## src/rtl/inverter_frame_dispatch_if.sv

```systemverilog
// Sample-side handshake plus the per-module UART bus of the frame dispatcher.
// The dispatcher connects through master; the sample source / UART bank side uses slave.
interface inverter_frame_dispatch_if #(
    parameter int NUM_OF_MODULES = 9,
    parameter int IDX_W          = 12
);
    logic                          sample_valid;
    logic [IDX_W-1:0]              sample_index;
    logic [3:0]                    sample_id;
    logic                          ready;
    logic [NUM_OF_MODULES-1:0]     start_tx;
    logic [8*NUM_OF_MODULES-1:0]   data_to_tx;
    logic [NUM_OF_MODULES-1:0]     tx_busy;
    logic [NUM_OF_MODULES-1:0]     rx_done;
    logic [8*NUM_OF_MODULES-1:0]   data_received;
    logic                          shoot;
    logic                          frame_done;
    logic [NUM_OF_MODULES-1:0]     ack_error;

    modport master (
        input  sample_valid, sample_index, sample_id, tx_busy, rx_done, data_received,
        output ready, start_tx, data_to_tx, shoot, frame_done, ack_error
    );
    modport slave (
        output sample_valid, sample_index, sample_id, tx_busy, rx_done, data_received,
        input  ready, start_tx, data_to_tx, shoot, frame_done, ack_error
    );
endinterface

```

## src/rtl/inverter_frame_dispatch.sv

```systemverilog
// N-module multi-byte frame engine: one sample in, phase-offset words out as UART bytes, then shoot.
// Optional module acknowledge stage enabled with `define DISPATCH_ACK_EN.
module inverter_frame_dispatch_lane #(
    parameter int               IDX_W  = 12,
    parameter int               WP     = 16,
    parameter logic [IDX_W-1:0] OFFSET = '0
) (
    input  logic             clk,
    input  logic             reset,
    input  logic             load,
    input  logic             shift,
    input  logic [IDX_W-1:0] idx,
    input  logic [3:0]       id,
    output logic [7:0]       byte_out
`ifdef DISPATCH_ACK_EN
    ,
    input  logic             clr,
    input  logic             ack_win,
    input  logic             timeout,
    input  logic             rx_done,
    input  logic [7:0]       rx_data,
    output logic             acked,
    output logic             err
`endif
);
    logic [IDX_W-1:0] idx_sum;
    logic [IDX_W+3:0] word_d;
    logic [WP-1:0]    word_q;

    // Self-determined add keeps the wrap modulo 2^IDX_W, never touching the id bits.
    assign idx_sum  = idx + OFFSET;
    assign word_d   = {idx_sum, id};
    assign byte_out = word_q[WP-1 -: 8];

    always_ff @(posedge clk or negedge reset) begin
        if (!reset)     word_q <= '0;
        else if (load)  word_q <= WP'(word_d);
        else if (shift) word_q <= word_q << 8;
    end

`ifdef DISPATCH_ACK_EN
    logic [7:0] lsb_q;

    always_ff @(posedge clk or negedge reset) begin
        if (!reset) begin
            lsb_q <= '0;
            acked <= 1'b0;
            err   <= 1'b0;
        end else begin
            if (load) lsb_q <= word_d[7:0];
            if (clr) begin
                acked <= 1'b0;
                err   <= 1'b0;
            end else if (ack_win && !acked && !err) begin
                if (rx_done) begin
                    if (rx_data == lsb_q) acked <= 1'b1;
                    else                  err   <= 1'b1;
                end else if (timeout) begin
                    err <= 1'b1;
                end
            end
        end
    end
`endif
endmodule

module inverter_frame_dispatch #(
    parameter int NUM_OF_MODULES = 9,
    parameter int IDX_W          = 12,
    parameter int PHASE_STEP     = 0,
    parameter int SHOOT_LEN      = 4,
    parameter int ACK_TIMEOUT    = 4800
) (
    input logic                    clk,
    input logic                    reset,
    inverter_frame_dispatch_if.master bus
);
    localparam int N  = NUM_OF_MODULES;
    localparam int B  = (IDX_W + 4 + 7) / 8;
    localparam int WP = 8 * B;
    localparam int CW = $clog2(ACK_TIMEOUT + SHOOT_LEN + 4);
    localparam int BW = $clog2(B + 1);

    typedef enum logic [2:0] {
        S_IDLE, S_LOAD, S_SEND, S_GUARD, S_WAIT_TX,
`ifdef DISPATCH_ACK_EN
        S_ACK,
`endif
        S_SHOOT, S_DONE
    } state_t;

    state_t                 state, state_n;
    logic                   ready_q;
    logic [IDX_W-1:0]       idx_q;
    logic [3:0]             id_q;
    logic [BW-1:0]          byte_cnt;
    logic [CW-1:0]          cnt;
    logic                   accept, send;
    logic [N-1:0][7:0]      lane_byte;

    assign accept = bus.sample_valid && ready_q;
    assign send   = (state == S_SEND);

`ifdef DISPATCH_ACK_EN
    logic [N-1:0] lane_acked, lane_err;
    logic         timeout;
    assign timeout       = (state == S_ACK) && (cnt == CW'(ACK_TIMEOUT - 1));
    assign bus.ack_error = lane_err;
`else
    logic unused_rx;
    assign unused_rx     = ^{bus.rx_done, bus.data_received};
    assign bus.ack_error = '0;
`endif

    // Registered ready so it reads 0 throughout reset and rises one edge after release.
    always_ff @(posedge clk or negedge reset) begin
        if (!reset) begin
            state    <= S_IDLE;
            ready_q  <= 1'b0;
            idx_q    <= '0;
            id_q     <= '0;
            byte_cnt <= '0;
            cnt      <= '0;
        end else begin
            state   <= state_n;
            ready_q <= (state_n == S_IDLE);
            cnt     <= (state_n != state) ? '0 : cnt + 1'b1;
            if (accept) begin
                idx_q <= bus.sample_index;
                id_q  <= bus.sample_id;
            end
            if (state == S_LOAD)                                 byte_cnt <= '0;
            else if (state == S_WAIT_TX && state_n == S_SEND)    byte_cnt <= byte_cnt + 1'b1;
        end
    end

    always_comb begin
        state_n = state;
        case (state)
            S_IDLE:    if (accept) state_n = S_LOAD;
            S_LOAD:    state_n = S_SEND;
            S_SEND:    state_n = S_GUARD;
            S_GUARD:   if (cnt == CW'(1)) state_n = S_WAIT_TX;
            S_WAIT_TX: begin
                if (~|bus.tx_busy) begin
                    if (byte_cnt == BW'(B - 1))
`ifdef DISPATCH_ACK_EN
                        state_n = S_ACK;
`else
                        state_n = S_SHOOT;
`endif
                    else
                        state_n = S_SEND;
                end
            end
`ifdef DISPATCH_ACK_EN
            S_ACK: begin
                if (&(lane_acked | lane_err)) state_n = (|lane_err) ? S_DONE : S_SHOOT;
                else if (timeout)             state_n = S_DONE;
            end
`endif
            S_SHOOT:   if (cnt == CW'(SHOOT_LEN - 1)) state_n = S_DONE;
            S_DONE:    state_n = S_IDLE;
            default:   state_n = S_IDLE;
        endcase
    end

    assign bus.ready      = ready_q;
    assign bus.start_tx   = {N{send}};
    assign bus.shoot      = (state == S_SHOOT);
    assign bus.frame_done = (state == S_DONE);

    for (genvar i = 0; i < N; i++) begin : g_lane
        localparam logic [IDX_W-1:0] OFF = IDX_W'(i * PHASE_STEP);

        inverter_frame_dispatch_lane #(.IDX_W(IDX_W), .WP(WP), .OFFSET(OFF)) u_lane (
            .clk      (clk),
            .reset    (reset),
            .load     (state == S_LOAD),
            .shift    (send),
            .idx      (idx_q),
            .id       (id_q),
            .byte_out (lane_byte[i])
`ifdef DISPATCH_ACK_EN
            ,
            .clr      (accept),
            .ack_win  (state == S_ACK),
            .timeout  (timeout),
            .rx_done  (bus.rx_done[i]),
            .rx_data  (bus.data_received[8*i +: 8]),
            .acked    (lane_acked[i]),
            .err      (lane_err[i])
`endif
        );

        assign bus.data_to_tx[8*i +: 8] = send ? lane_byte[i] : 8'h00;
    end
endmodule

```

## src/flat_wrapper.sv

```systemverilog
// flat-port wrapper written by rule: the top's interface ports become plain ports
module inverter_frame_dispatch_flat 
#(
    parameter int NUM_OF_MODULES = 9,
    parameter int IDX_W          = 12,
    parameter int PHASE_STEP     = 0,
    parameter int SHOOT_LEN      = 4,
    parameter int ACK_TIMEOUT    = 4800
)
  (clk, reset, bus_sample_valid, bus_sample_index, bus_sample_id, bus_tx_busy, bus_rx_done, bus_data_received, bus_ready, bus_start_tx, bus_data_to_tx, bus_shoot, bus_frame_done, bus_ack_error);
  inverter_frame_dispatch_if #(.NUM_OF_MODULES(NUM_OF_MODULES), .IDX_W(IDX_W)) bus_i ();
  input logic clk;
  input logic reset;
  input wire logic [$bits(bus_i.sample_valid)-1:0] bus_sample_valid;
  input wire logic [$bits(bus_i.sample_index)-1:0] bus_sample_index;
  input wire logic [$bits(bus_i.sample_id)-1:0] bus_sample_id;
  input wire logic [$bits(bus_i.tx_busy)-1:0] bus_tx_busy;
  input wire logic [$bits(bus_i.rx_done)-1:0] bus_rx_done;
  input wire logic [$bits(bus_i.data_received)-1:0] bus_data_received;
  output wire logic [$bits(bus_i.ready)-1:0] bus_ready;
  output wire logic [$bits(bus_i.start_tx)-1:0] bus_start_tx;
  output wire logic [$bits(bus_i.data_to_tx)-1:0] bus_data_to_tx;
  output wire logic [$bits(bus_i.shoot)-1:0] bus_shoot;
  output wire logic [$bits(bus_i.frame_done)-1:0] bus_frame_done;
  output wire logic [$bits(bus_i.ack_error)-1:0] bus_ack_error;
  assign bus_i.sample_valid = bus_sample_valid;
  assign bus_i.sample_index = bus_sample_index;
  assign bus_i.sample_id = bus_sample_id;
  assign bus_i.tx_busy = bus_tx_busy;
  assign bus_i.rx_done = bus_rx_done;
  assign bus_i.data_received = bus_data_received;
  assign bus_ready = bus_i.ready;
  assign bus_start_tx = bus_i.start_tx;
  assign bus_data_to_tx = bus_i.data_to_tx;
  assign bus_shoot = bus_i.shoot;
  assign bus_frame_done = bus_i.frame_done;
  assign bus_ack_error = bus_i.ack_error;
  inverter_frame_dispatch #(.NUM_OF_MODULES(NUM_OF_MODULES), .IDX_W(IDX_W), .PHASE_STEP(PHASE_STEP), .SHOOT_LEN(SHOOT_LEN), .ACK_TIMEOUT(ACK_TIMEOUT)) u_core (.clk(clk), .reset(reset), .bus(bus_i));
endmodule
```

## config.mk

```make
export PLATFORM = sky130hd
export DESIGN_NAME = inverter_frame_dispatch_flat
export DESIGN_NICKNAME = d
export VERILOG_FILES = /design/src/rtl/inverter_frame_dispatch_if.sv /design/src/rtl/inverter_frame_dispatch.sv /design/src/flat_wrapper.sv
export SDC_FILE = /design/constraint.sdc
export NUM_CORES = 1
export LEC_CHECK = 0
export CAP_MARGIN = 30
export CORE_ASPECT_RATIO = 1.25
export CORE_MARGIN = 3
export CORE_UTILIZATION = 25
export DETAILED_ROUTE_END_ITERATION = 12
export PLACE_DENSITY_LB_ADDON = 0.3
export SLEW_MARGIN = 40
export SYNTH_ARGS = -nofsm -noshare
export SYNTH_HDL_FRONTEND = slang
export SYNTH_SLANG_ARGS = --single-unit
```

## constraint.sdc

```tcl
create_clock -name clk -period 3.9 [get_ports clk]
set_input_delay 0.78 -clock clk [delete_from_list [all_inputs] [get_ports clk]]
set_output_delay 0.78 -clock clk [all_outputs]
set_load 0.02 [all_outputs]
```

### After elaboration in Yosys (flattened, before gate mapping)

Cells that the tools add are included.
Widths: inputs -> output; s select.

* output and inout bits: 93
* flip-flop bits (word level): 179
* logic and storage cells: 71

* mux-type cells: 36
* add/subtract/negate cells: 2
* eq/ne operators: 11
* reduce and logical (&&, ||, !) cells: 7

Operator list (number)
* $mux 16: 18
* $mux 8: 9
* $pmux 3 s6: 1
* $mux 3: 5
* $add 13x1->13 const B: 1
* $eq 13x1->1 const B: 1
* $eq 13x2->1 const B: 1
* $mux 13: 1
* $eq 3x2->1 const B: 3
* $eq 3x3->1 const B: 3
* $reduce_or 9->1: 1
* $logic_not 3->1: 2
* $mux 2: 2
* $reduce_bool 2->1: 2
* $eq 3x1->1 const B: 1
* $ne 3x3->1: 1
* $add 2x1->2 const B: 1
* $eq 2x1->1 const B: 1
* $logic_and 1x1->1: 2

### Depth between registers and ports, before layout

* depth in word-level cells: 8
* mapped depth: 7
* depth with buffers taken out: 6

### Cells and area by module

Synthesis repeated with hierarchy kept, for this count alone.

* cell total of the unflattened synthesis: 919
* area, all modules: 9320.2 um2

By module, submodules not included
* inverter_frame_dispatch_lane: instances 9, area each 782.0 um2, cells each 74
* inverter_frame_dispatch: instances 1, area each 2282.2 um2, cells each 253

### Worst setup path after synthesis

OpenSTA, ideal clock, no wires.

* path kind: reg2out
* from: register u_core.state[0]
* to: output port bus_data_to_tx[10]
* path buffers: 3
* setup slack: 1.584 ns
* data required time: 3.120 ns
* arrival time: 1.536 ns
* stages on the path, launching flop included: 6
* cell sequence: dfrtp_1 clkbuf_8 nor2_1 clkbuf_1 and3_1 buf_4

* word-level cells in the longest chain between the ends: 2

Ends and longest elaborated chain
* start: declaration: RTL line inverter_frame_dispatch.sv:92 `state_t state, state_n;`
* start signal: assignment: RTL line inverter_frame_dispatch.sv:125 `state <= state_n;`
* $eq 3x2->1: RTL line inverter_frame_dispatch.sv:102 `assign send = (state == S_SEND);`
* $mux 8: RTL line inverter_frame_dispatch.sv:196 `assign bus.data_to_tx[8*i +: 8] = send ? lane_byte[i] : 8'h00;`
* end: declaration: RTL line flat_wrapper.sv:22 `output wire logic [$bits(bus_i.data_to_tx)-1:0] bus_data_to_tx;`

Every way passes these cells.

### Final worst setup path

* from: register u_core.state[0]
* to: output port bus_start_tx[5]

* word-level cells in the longest chain between the ends: 1

Ends and longest elaborated chain
* $eq 3x2->1: RTL line inverter_frame_dispatch.sv:102
* end: declaration: RTL line flat_wrapper.sv:21 `output wire logic [$bits(bus_i.start_tx)-1:0] bus_start_tx;`

Every way passes these cells.

==> results.sh <==
export IMPL_outcome="finished, final reports clean"
export IMPL_fp_dieW_um=107
export IMPL_grt_antenna_before_repair=0
export IMPL_dpl_worst_slack_ps=901
export IMPL_cts_root_buf="clkbuf_16"
export IMPL_clk_latency_ps=290
export IMPL_fp_row_count=45
export IMPL_numCtsBuffers=5
export IMPL_drv_cap=0
export IMPL_crit_buf_inv=1
export IMPL_ys_ff_latch=51
export IMPL_antenna_cells=0
export IMPL_path_clk_slew_ps=60
export IMPL_grt_pass1_vias=2169
export IMPL_path_delay_family="simple AND/OR/NAND/NOR gates"
export IMPL_finish_utilization_pct=32.7
export IMPL_gr_total_overflow=0
export IMPL_irDropWorstVdd_mv=0.199
export IMPL_first_pass_iters=6
export IMPL_hold_viol=0
export IMPL_slew_limit_headroom_pct=51.1
export IMPL_cts_max_level=2
export IMPL_portBuffers=111
export IMPL_worstPathRequired_ps=3120
export IMPL_synth_main_ff_cell="dfrtp_1"
export IMPL_vias_per_cell=4.34
export IMPL_synth_top_cell_area_share_pct=39.8
export IMPL_hpwlAfterDp_um=5410
export IMPL_synth_top_cell_by_area="dfrtp_1"
export IMPL_slowest_delay_ps=730
export IMPL_critPathArrivalTime_ps=2490
export IMPL_clockBufferDepth=2
export IMPL_synth_area_um2=3210
export IMPL_cp_slowest_cell="clkdlybuf4s50_1"
export IMPL_path_cells="nor2_1 -> and2_1 -> clkdlybuf4s50_1"
export IMPL_nets=451
export IMPL_synth_area_leaders="dfrtp_1 (40%), buf_4 (20%), mux2_2 (5.6%)"
export IMPL_fin_skew_ps=3.51
export IMPL_synth_cells=301
export IMPL_wl_per_cell_um=14.2
export IMPL_core_um2=12300
export IMPL_end_kind="output port"
export IMPL_ant_nets=0
export IMPL_setup_viol=0
export IMPL_ys_async_sr_fraction_pct=100
export IMPL_max_freq_ghz=0.306
export IMPL_start_kind="flip-flop"
export IMPL_ys_warn_count=0
export IMPL_io_pins=202
export IMPL_cts_hold_buffers=0
export IMPL_area_growth_pct=25.9
export IMPL_drt_iter0_drc=133
export IMPL_grt_max_degree=42
export IMPL_cts_tree="yes"
export IMPL_cts_resized=0
export IMPL_vias=2183
export IMPL_grt_pass1_wl_um=11400
export IMPL_avgSynthCellArea_um2=10.6
export IMPL_fillers=1218
export IMPL_cts_sinks=51
export IMPL_cts_setup_buffers=0
export IMPL_synth_edf_count=0
export IMPL_power_density_nw_per_um2=698
export IMPL_synth_cell_types=46
export IMPL_gp_congestion=0.787
export IMPL_layout_drive_gt1_share_pct=15.9
export IMPL_path_class="flip-flop to output port"
export IMPL_tns_ps=0
export IMPL_die_area_um2=14200
export IMPL_die_h_um=133
export IMPL_start_util_pct=26.0
export IMPL_ys_seq_area_share_pct=39.8
export IMPL_drc=0
export IMPL_grt_usage_pct=9.83
export IMPL_slew_violations=0
export IMPL_p_leak_uw=0.00162
export IMPL_fin_ws_ps=629
export IMPL_min_period_ps=3270
export IMPL_wirelength_um=7140
export IMPL_critPathMaxFanout=15
export IMPL_finalCritPeriodShare_pct=83.9
export IMPL_tightest_slew_ps=731
export IMPL_grt_setup_unrepaired="false"
export IMPL_min_path_type="primary input to asynchronous set/reset pin"
==> synthesized netlist by cell type (all sizes together), types with 2 or more instances <==
cell / instances
nor2: 8
mux2: 16
o211ai: 3
a21o: 2
o22ai: 2
a22o: 8
nor4: 4
and4: 3
nand3: 8
mux2i: 9
nand4: 4
buf: 87
ha: 3
dfrtp: 51
a2111oi: 2
nor3: 14
clkbuf: 8
and3: 12
nand2: 13
a41oi: 3
xnor2: 2
and2: 2
nand2b: 2
o21ai: 11
xor2: 7
inv: 5
==> worst reg2reg max path, stage by stage (launching register included) <==
cell and delay (ps):
dfrtp_1 690, nand3b_1 320, o22ai_1 170, a2111oi_4 640, buf_4 290, a211oi_1 80
==> power breakdown <==
group / total (µW) / switching (µW) / internal (µW) / leakage [µW]
clock: 419 / 185 / 234 / 0.0000696
combinational: 1540 / 829 / 713 / 0.000901
sequential: 855 / 144 / 711 / 0.000654
==> worst paths after layout <==
check                            startpoint  depth (start not counted)                            endpoint  slack, ps
max                         u_core.state[0]                          3                     bus_start_tx[5]        630
max in group asynchronous             reset                          2                     u_core.idx_q[5]       2880
min in group clk           u_core.idx_q[10]                          2  u_core.g_lane[8].u_lane.word_q[14]        490
min reg2reg                u_core.idx_q[10]                          2  u_core.g_lane[8].u_lane.word_q[14]        490
min                                   reset                          1                       u_core.cnt[5]        470
max reg2reg                 u_core.state[1]                          5                      u_core.cnt[12]       1600
==> cells by family after synthesis <==
family | share of synthesized area (%)
other cells | 0.117
compound gates | 9.13
simple gates | 16.4
flops | 39.8
buf+inv | 22.5
xor+xnor | 2.46
fa+ha+maj | 1.17
mux | 8.43
==> per-stage QoR <==
stage          cell area, µm²  power, µW  hold slack, ps  instances
2_1_floorplan            3240       2050             444        309
3_3_place_gp             3890       2390             469        495
3_5_place_dp             3890       2410             480        495
4_1_cts                  4030       2840             491        502
5_1_grt                  4040       2990             508        503
6_report                 4040       2820             469        503
==> final cells by class <==
cell class	instances	area (µm²)	area share, %
Inverter	5	18.8	0.465
Tap cell	164	205	5.08
Clock inverter	2	13.8	0.341
Timing Repair Buffer	118	1160	28.7
Sequential cell	51	1280	31.6
Clock buffer	5	125	3.10
Multi-Input combinational cell	158	1240	30.7
==> cells in the final DEF (no fill, tap or decap), types with 2 or more instances in the layout <==
| cell type | synthesis | routed |
|---|---|---|
| and2_1 | 2 | 2 |
| clkdlybuf4s50_1 | 0 | 110 |
| nor3_1 | 3 | 3 |
| xnor2_1 | 2 | 2 |
| and4_1 | 2 | 2 |
| conb_1 | 1 | 9 |
| o211ai_1 | 3 | 3 |
| o21ai_0 | 11 | 11 |
| mux2_2 | 16 | 16 |
| o22ai_1 | 2 | 2 |
| a21o_1 | 2 | 2 |
| mux2i_1 | 9 | 9 |
| a22o_1 | 8 | 8 |
| a41oi_1 | 3 | 3 |
| nor4_4 | 4 | 4 |
| nor3_2 | 11 | 11 |
| inv_1 | 5 | 5 |
| nand3_1 | 7 | 7 |
| buf_4 | 84 | 7 |
| dfrtp_1 | 51 | 51 |
| nor2_1 | 8 | 8 |
| nand4_1 | 4 | 4 |
| nand2b_1 | 2 | 2 |
| clkbuf_16 | 0 | 5 |
| xor2_1 | 7 | 7 |
| and3_2 | 2 | 2 |
| ha_1 | 3 | 3 |
| nand2_1 | 13 | 13 |
| and3_1 | 10 | 10 |
==> registers in the layout, indices dropped and copies added, names as in the netlist <==
register                     flops
u_core.cnt                      13
u_core.byte_cnt                  2
u_core.id_q                      4
u_core.state                     3
u_core.g_lane.u_lane.word_q     16
u_core.idx_q                    12
u_core.bus.ready                 1
==> per-layer routing <==
| metal | vias to the layer above | wire (µm) | track usage, % | share of wire, % |
|---|---|---|---|---|
| met4 | 0 | 158 | 4.55 | 2.2 |
| met5 | - | 0 | 0 | 0 |
| li1 | 1033 | - | - | - |
| met2 | 77 | 3490 | 16.3 | 49 |
| met3 | 10 | 345 | 1.81 | 4.8 |
| met1 | 1063 | 3140 | 12.3 | 44 |
Note: power is estimated with default switching activity, not from simulation.
